===== src/rtl/dda_spi_pkg.sv =====
`timescale 1ns/1ps
// Shared definitions for the DDA SPI host and responder: frame size, FSM state codes
// and default timing parameters.
package dda_spi_pkg;

  localparam int FRAME_BITS      = 32;
  localparam int CLK_DIV_DEFAULT = 4;
  localparam int CS_GAP_DEFAULT  = 2;

  localparam logic [2:0] ST_IDLE  = 3'd0;
  localparam logic [2:0] ST_SETUP = 3'd1;
  localparam logic [2:0] ST_HIGH  = 3'd2;
  localparam logic [2:0] ST_LOW   = 3'd3;
  localparam logic [2:0] ST_GAP   = 3'd4;

endpackage


===== src/rtl/spi_tick_gen.sv =====
`timescale 1ns/1ps
// Half-period divider: tick is high on the CLK_DIV-th cycle after clr drops,
// then every CLK_DIV cycles.
module spi_tick_gen #(
  parameter int CLK_DIV = 4
) (
  input  logic clk,
  input  logic rst_n,
  input  logic clr,
  output logic tick
);

  localparam logic [7:0] CNT_PRE  = 8'(CLK_DIV - 2);
  localparam logic [7:0] CNT_LAST = 8'(CLK_DIV - 1);

  logic [7:0] cnt_r;
  logic       tick_r;

  // Divider counter with registered tick, restarted by clr.
  always_ff @(posedge clk or negedge rst_n) begin
    if (!rst_n) begin
      cnt_r  <= 8'd0;
      tick_r <= 1'b0;
    end else if (clr) begin
      cnt_r  <= 8'd0;
      tick_r <= 1'b0;
    end else begin
      tick_r <= (cnt_r == CNT_PRE);
      cnt_r  <= (cnt_r == CNT_LAST) ? 8'd0 : cnt_r + 8'd1;
    end
  end

  assign tick = tick_r;

endmodule


===== src/rtl/dda_spi_host.sv =====
`timescale 1ns/1ps
// SPI mode-0 host moving one 32-bit word per frame to/from the DDA responder.
// Start is honoured only while idle; the cs_n gap between frames is CS_GAP half-periods.
module dda_spi_host
  import dda_spi_pkg::*;
#(
  parameter int CLK_DIV = CLK_DIV_DEFAULT,
  parameter int CS_GAP  = CS_GAP_DEFAULT
) (
  input  logic                  clk,
  input  logic                  rst_n,
  input  logic                  start,
  input  logic [FRAME_BITS-1:0] tx_data,
  output logic                  busy,
  output logic                  done,
  output logic [FRAME_BITS-1:0] rx_data,
  output logic                  sclk,
  output logic                  cs_n,
  output logic                  mosi,
  input  logic                  miso
);

  localparam logic [4:0]  LAST_BIT = 5'(FRAME_BITS - 1);
  // The idle cycle after GAP completes the cs_n-high interval, so GAP itself is one shorter.
  localparam logic [11:0] GAP_LAST = 12'(CS_GAP * CLK_DIV - 2);

  logic [2:0]            state_r;
  logic [2:0]            state_nxt_s;
  logic                  clr_s;
  logic                  tick_s;
  logic [FRAME_BITS-1:0] tx_shift_r;
  logic [FRAME_BITS-1:0] rx_shift_r;
  logic [FRAME_BITS-1:0] rx_data_r;
  logic [4:0]            bit_cnt_r;
  logic [11:0]           gap_cnt_r;
  logic                  busy_r;
  logic                  done_r;
  logic                  sclk_r;
  logic                  cs_n_r;
  logic                  mosi_r;

  spi_tick_gen #(.CLK_DIV(CLK_DIV)) u_tick (
    .clk  (clk),
    .rst_n(rst_n),
    .clr  (clr_s),
    .tick (tick_s)
  );

  // Next-state decode.
  always_comb begin
    state_nxt_s = state_r;
    case (state_r)
      ST_IDLE: begin
        if (start) state_nxt_s = ST_SETUP;
        else       state_nxt_s = ST_IDLE;
      end
      ST_SETUP: begin
        if (tick_s) state_nxt_s = ST_HIGH;
        else        state_nxt_s = ST_SETUP;
      end
      ST_HIGH: begin
        if (tick_s) state_nxt_s = ST_LOW;
        else        state_nxt_s = ST_HIGH;
      end
      ST_LOW: begin
        if (tick_s && (bit_cnt_r == LAST_BIT)) state_nxt_s = ST_GAP;
        else if (tick_s)                       state_nxt_s = ST_HIGH;
        else                                   state_nxt_s = ST_LOW;
      end
      ST_GAP: begin
        if (gap_cnt_r == GAP_LAST) state_nxt_s = ST_IDLE;
        else                       state_nxt_s = ST_GAP;
      end
      default: state_nxt_s = ST_IDLE;
    endcase
  end

  // Divider restarts on every state change and is parked while idle.
  always_comb begin
    clr_s = (state_nxt_s != state_r) || (state_r == ST_IDLE);
  end

  // FSM state, shift registers and registered SPI outputs.
  always_ff @(posedge clk or negedge rst_n) begin
    if (!rst_n) begin
      state_r    <= ST_IDLE;
      tx_shift_r <= '0;
      rx_shift_r <= '0;
      rx_data_r  <= '0;
      bit_cnt_r  <= 5'd0;
      gap_cnt_r  <= 12'd0;
      busy_r     <= 1'b0;
      done_r     <= 1'b0;
      sclk_r     <= 1'b0;
      cs_n_r     <= 1'b1;
      mosi_r     <= 1'b0;
    end else begin
      state_r <= state_nxt_s;
      done_r  <= 1'b0;
      case (state_r)
        ST_IDLE: begin
          if (start) begin
            tx_shift_r <= tx_data;
            rx_shift_r <= '0;
            bit_cnt_r  <= 5'd0;
            cs_n_r     <= 1'b0;
            mosi_r     <= tx_data[FRAME_BITS-1];
            busy_r     <= 1'b1;
          end
        end
        ST_SETUP: begin
          if (tick_s) sclk_r <= 1'b1;
        end
        ST_HIGH: begin
          if (tick_s) begin
            rx_shift_r <= {rx_shift_r[FRAME_BITS-2:0], miso};
            sclk_r     <= 1'b0;
            // Rotating keeps the next bit at [FRAME_BITS-2] without dropping bits.
            if (bit_cnt_r != LAST_BIT) begin
              tx_shift_r <= {tx_shift_r[FRAME_BITS-2:0], tx_shift_r[FRAME_BITS-1]};
              mosi_r     <= tx_shift_r[FRAME_BITS-2];
            end
          end
        end
        ST_LOW: begin
          if (tick_s && (bit_cnt_r == LAST_BIT)) begin
            cs_n_r    <= 1'b1;
            done_r    <= 1'b1;
            rx_data_r <= rx_shift_r;
            mosi_r    <= 1'b0;
            gap_cnt_r <= 12'd0;
          end else if (tick_s) begin
            bit_cnt_r <= bit_cnt_r + 5'd1;
            sclk_r    <= 1'b1;
          end
        end
        ST_GAP: begin
          if (gap_cnt_r == GAP_LAST) busy_r    <= 1'b0;
          else                       gap_cnt_r <= gap_cnt_r + 12'd1;
        end
        default: begin
          cs_n_r <= 1'b1;
          sclk_r <= 1'b0;
          busy_r <= 1'b0;
        end
      endcase
    end
  end

  assign busy    = busy_r;
  assign done    = done_r;
  assign rx_data = rx_data_r;
  assign sclk    = sclk_r;
  assign cs_n    = cs_n_r;
  assign mosi    = mosi_r;

endmodule


===== config.mk =====
export PLATFORM = sky130hd
export DESIGN_NAME = dda_spi_host
export DESIGN_NICKNAME = d
export VERILOG_FILES = /design/src/rtl/dda_spi_pkg.sv /design/src/rtl/spi_tick_gen.sv /design/src/rtl/dda_spi_host.sv
export SDC_FILE = /design/constraint.sdc
export NUM_CORES = 1
export LEC_CHECK = 0
export BUFFER_PORTS_ARGS = -buffer_cell sky130_fd_sc_hd__buf_2
export CAP_MARGIN = 20
export CORE_MARGIN = 1
export CORE_UTILIZATION = 47
export CTS_CLUSTER_DIAMETER = 30
export DETAILED_ROUTE_END_ITERATION = 12
export PLACE_DENSITY = 0.72
export REMOVE_ABC_BUFFERS = 1
export SYNTH_ARGS = -nofsm -noshare
export SYNTH_HDL_FRONTEND = slang
export SYNTH_HIERARCHICAL = 1
export SYNTH_SLANG_ARGS = --single-unit

===== constraint.sdc =====
create_clock -name clk -period 4.05 [get_ports clk]
set_input_delay 0.2025 -clock clk [delete_from_list [all_inputs] [get_ports clk]]
set_output_delay 0.2025 -clock clk [all_outputs]
set_load 0.05 [all_outputs]

==> impl_metrics.toml <==
[status]
status = "finished, violations left"
violations = "design-rule violations"

[power]
peakVddDrop_mv = 0.381
p_per_area_mw_per_mm2 = 584
power.leakage_nw = 3.59

[sta]
period_share_pct = 61.3
final_max_slew_viol_count = 0
slew_headroom_pct = 32.0
tightest_slew_ps = 1020
max_freq_ghz = 0.403
fin_hold_ws_ps = 20.0
finClkSkew_ps = 5.39
layout_setup_ws_ps = 1570
final.setup.tns_ps = 0
rsz0062_at_grt = "no"
fin_crit_ps = 2480
finalHoldViolCount = 0
setup_viol = 0

[floorplan]
coreArea_mm2 = 0.0116
die_h_um = 112
dieArea_mm2 = 0.0125
io_pins = 73
fp.dieW_um = 112
start_util_pct = 49.0
placementRows = 39

[placement]
place.gp.congestion = 0.782
numPortBuffers = 72
pre_cts_ws_ps = 1550
hpwl_um = 7070
placed_area_mm2 = 0.00614

[cts]
cts_buffer_depth = 2
tritoncts = "built"
insertion_delay_ps = 410
clockRootBuffer = "clkbuf_16"
path_clk_slew_ps = 60
cts-htree-levels = 4
ctsResizeCount = 0
numCtsBuffers = 17
post_cts.repair.setup_buffers = 0
cts.sinks = 130
holdBufCountCts = 1

[route]
drt-met1-wl_um = 5090
drt_iter0_markers = 327
post_drt_wl_per_cell_um = 13.8
antenna_left = 0
first_pass_iters = 9
drt-total-wl_um = 11200
dr.max_layer_used = "met4"
vias = 4285
vias_per_cell = 5.29
route.met3.wl_um = 579
dr_wl_met2_um = 5440
drc = 7

[critical_path]
worst-path-max-fanout = 41
critPathKind = "reg2reg"
crit_arrival_ps = 2760
cp-start-kind = "flip-flop"
required_ps = 4330
end_kind = "flip-flop"
reg2reg_depth = 7

[logic_synthesis]
yosysWarnings = 6
synth_area_per_cell_um2 = 9.67
synth_cells = 588
synth_edf_count = 0
yosysTopAreaCellShare_pct = 56.8
yosys_most_used_dff = "dfrtp_1"
ys_types = 54
seq_area_frac_synth_pct = 57.2
synth_seq_cells = 130
synth-async-reset-ratio_pct = 100
syn_area_mm2 = 0.00569
synth.area.top_cells = "dfrtp_1 (57%), nand2_1 (13%), mux2i_1 (6.9%)"
synth_top_area_cell = "dfrtp_1"

[layout]
area_growth_syn_to_layout_pct = 18.6
drive_above_1_share_pct = 18.6
final_nets = 698
design_area_mm2 = 0.00674
final_util_pct = 58.0
num_antenna_cells = 0

[global_routing]
grt_pass1_vias = 4246
grt_max_degree = 65
antenna_found_initial = 0
grt_use_total_pct = 19.4
grt_pass1_wl_um = 19500
overflow = 0

[worst_hold_path]
whs_path_depth = 3
hp-class = "in2reg"

[job]
drv_cap = 0
## synthesized netlist by cell type, types with 2 or more instances
library cell and n:
a211oi_1 2, a21oi_1 9, a21oi_2 2, a31o_2 2, and3_1 2, and3b_1 2
buf_1 2, buf_2 11, buf_4 3, clkbuf_1 14, dfrtp_1 129, ha_1 6
inv_1 8, mux2i_1 39, nand2_1 204, nand2b_1 2, nand3_1 43, nand4_1 4
nor2_1 17, nor2b_1 4, nor3_1 2, nor4b_1 2, o211ai_1 2, o21ai_0 37
o21ai_1 2, o31a_1 2, o31ai_1 2, or3_1 3, xnor2_1 2, xor2_1 5
## where the power goes
group	internal (mW)	switching, mW	total, mW
Sequential	1.51	0.156	1.66
Combinational	0.324	0.497	0.821
Clock	0.920	0.531	1.45
## path summary, 6_finish.rpt
kind / end / slack (ps) / start
max in group asynchronous: rx_shift_r[18] / 2640 / rst_n
min: rx_shift_r[0] / 20 / miso
min in group asynchronous: rx_data[15] / 380 / rst_n
max: tx_shift_r[10] / 1570 / bit_cnt_r[0]
max reg2reg: tx_shift_r[10] / 1570 / bit_cnt_r[0]
min reg2reg: rx_data[31] / 460 / rx_data[31]
## cell type report
cell class,instances,area (um^2)
Clock buffer,23,498
Clock inverter,7,75.1
Fill cell,1000,4870
Inverter,9,33.8
Multi-Input combinational cell,418,2270
Sequential cell,130,3250
Tap cell,143,179
Timing Repair Buffer,80,433
## cells by family (layout without fill, tap and decap cells)
logic type | count (synthesis) | in the layout | share of synthesized area, %
simple gates | 299 | 299 | 23.3
flops | 130 | 130 | 57.2
compound gates | 67 | 67 | 6.95
buf+inv | 40 | 119 | 3.21
mux | 39 | 39 | 6.87
xor+xnor | 7 | 7 | 1.08
fa+ha+maj | 6 | 6 | 1.32
## registers in the layout, summed over array words and instances, names as in the netlist
name          count
bit_cnt_r         5
busy              1
cs_n              1
done              1
gap_cnt_r        12
mosi              1
rx_data          32
rx_shift_r       32
sclk              1
state_r           3
tx_shift_r       32
u_tick/cnt_r      8
u_tick/tick       1
## layout by cell type, fill, tap and decap left out, types with 2 or more instances in the layout
cell type / n
nor2_1: 17
nand2_1: 204
buf_4: 7
o211ai_1: 2
nand3_1: 43
nand4_1: 4
xor2_1: 5
and3b_1: 2
a31o_2: 2
o31a_1: 2
dfrtp_1: 129
nand2b_1: 2
o21ai_0: 37
inv_1: 8
nor4b_1: 2
buf_2: 71
and3_1: 2
clkbuf_16: 17
clkbuf_8: 5
nor2b_1: 4
o31ai_1: 2
a21oi_2: 2
a21oi_1: 9
a211oi_1: 2
xnor2_1: 2
mux2i_1: 39
clkinvlp_4: 3
or3_1: 3
nor3_1: 2
ha_1: 6
## routing by layer
layer / track usage, % / vias up
met5: 0 / -
met4: 6.76 / 0
met3: 7.08 / 8
met2: 31.4 / 87
met1: 24.0 / 2087
li1: - / 2103
## stage by stage
step | std cells | power (mW)
floorplan | 557 | 2.31
global placement | 778 | 2.45
detailed placement | 778 | 2.50
CTS | 809 | 3.97
global route | 810 | 4.16
finish | 810 | 3.94
## critical path: stages (launching register included)
cell and delay [ps]:
dfrtp_1 370, ha_1 170, and3_1 170, ha_1 260, and3b_1 240, o21ai_4 660, buf_4 360, o21ai_0 120
Power figures use the tool's default switching activity.
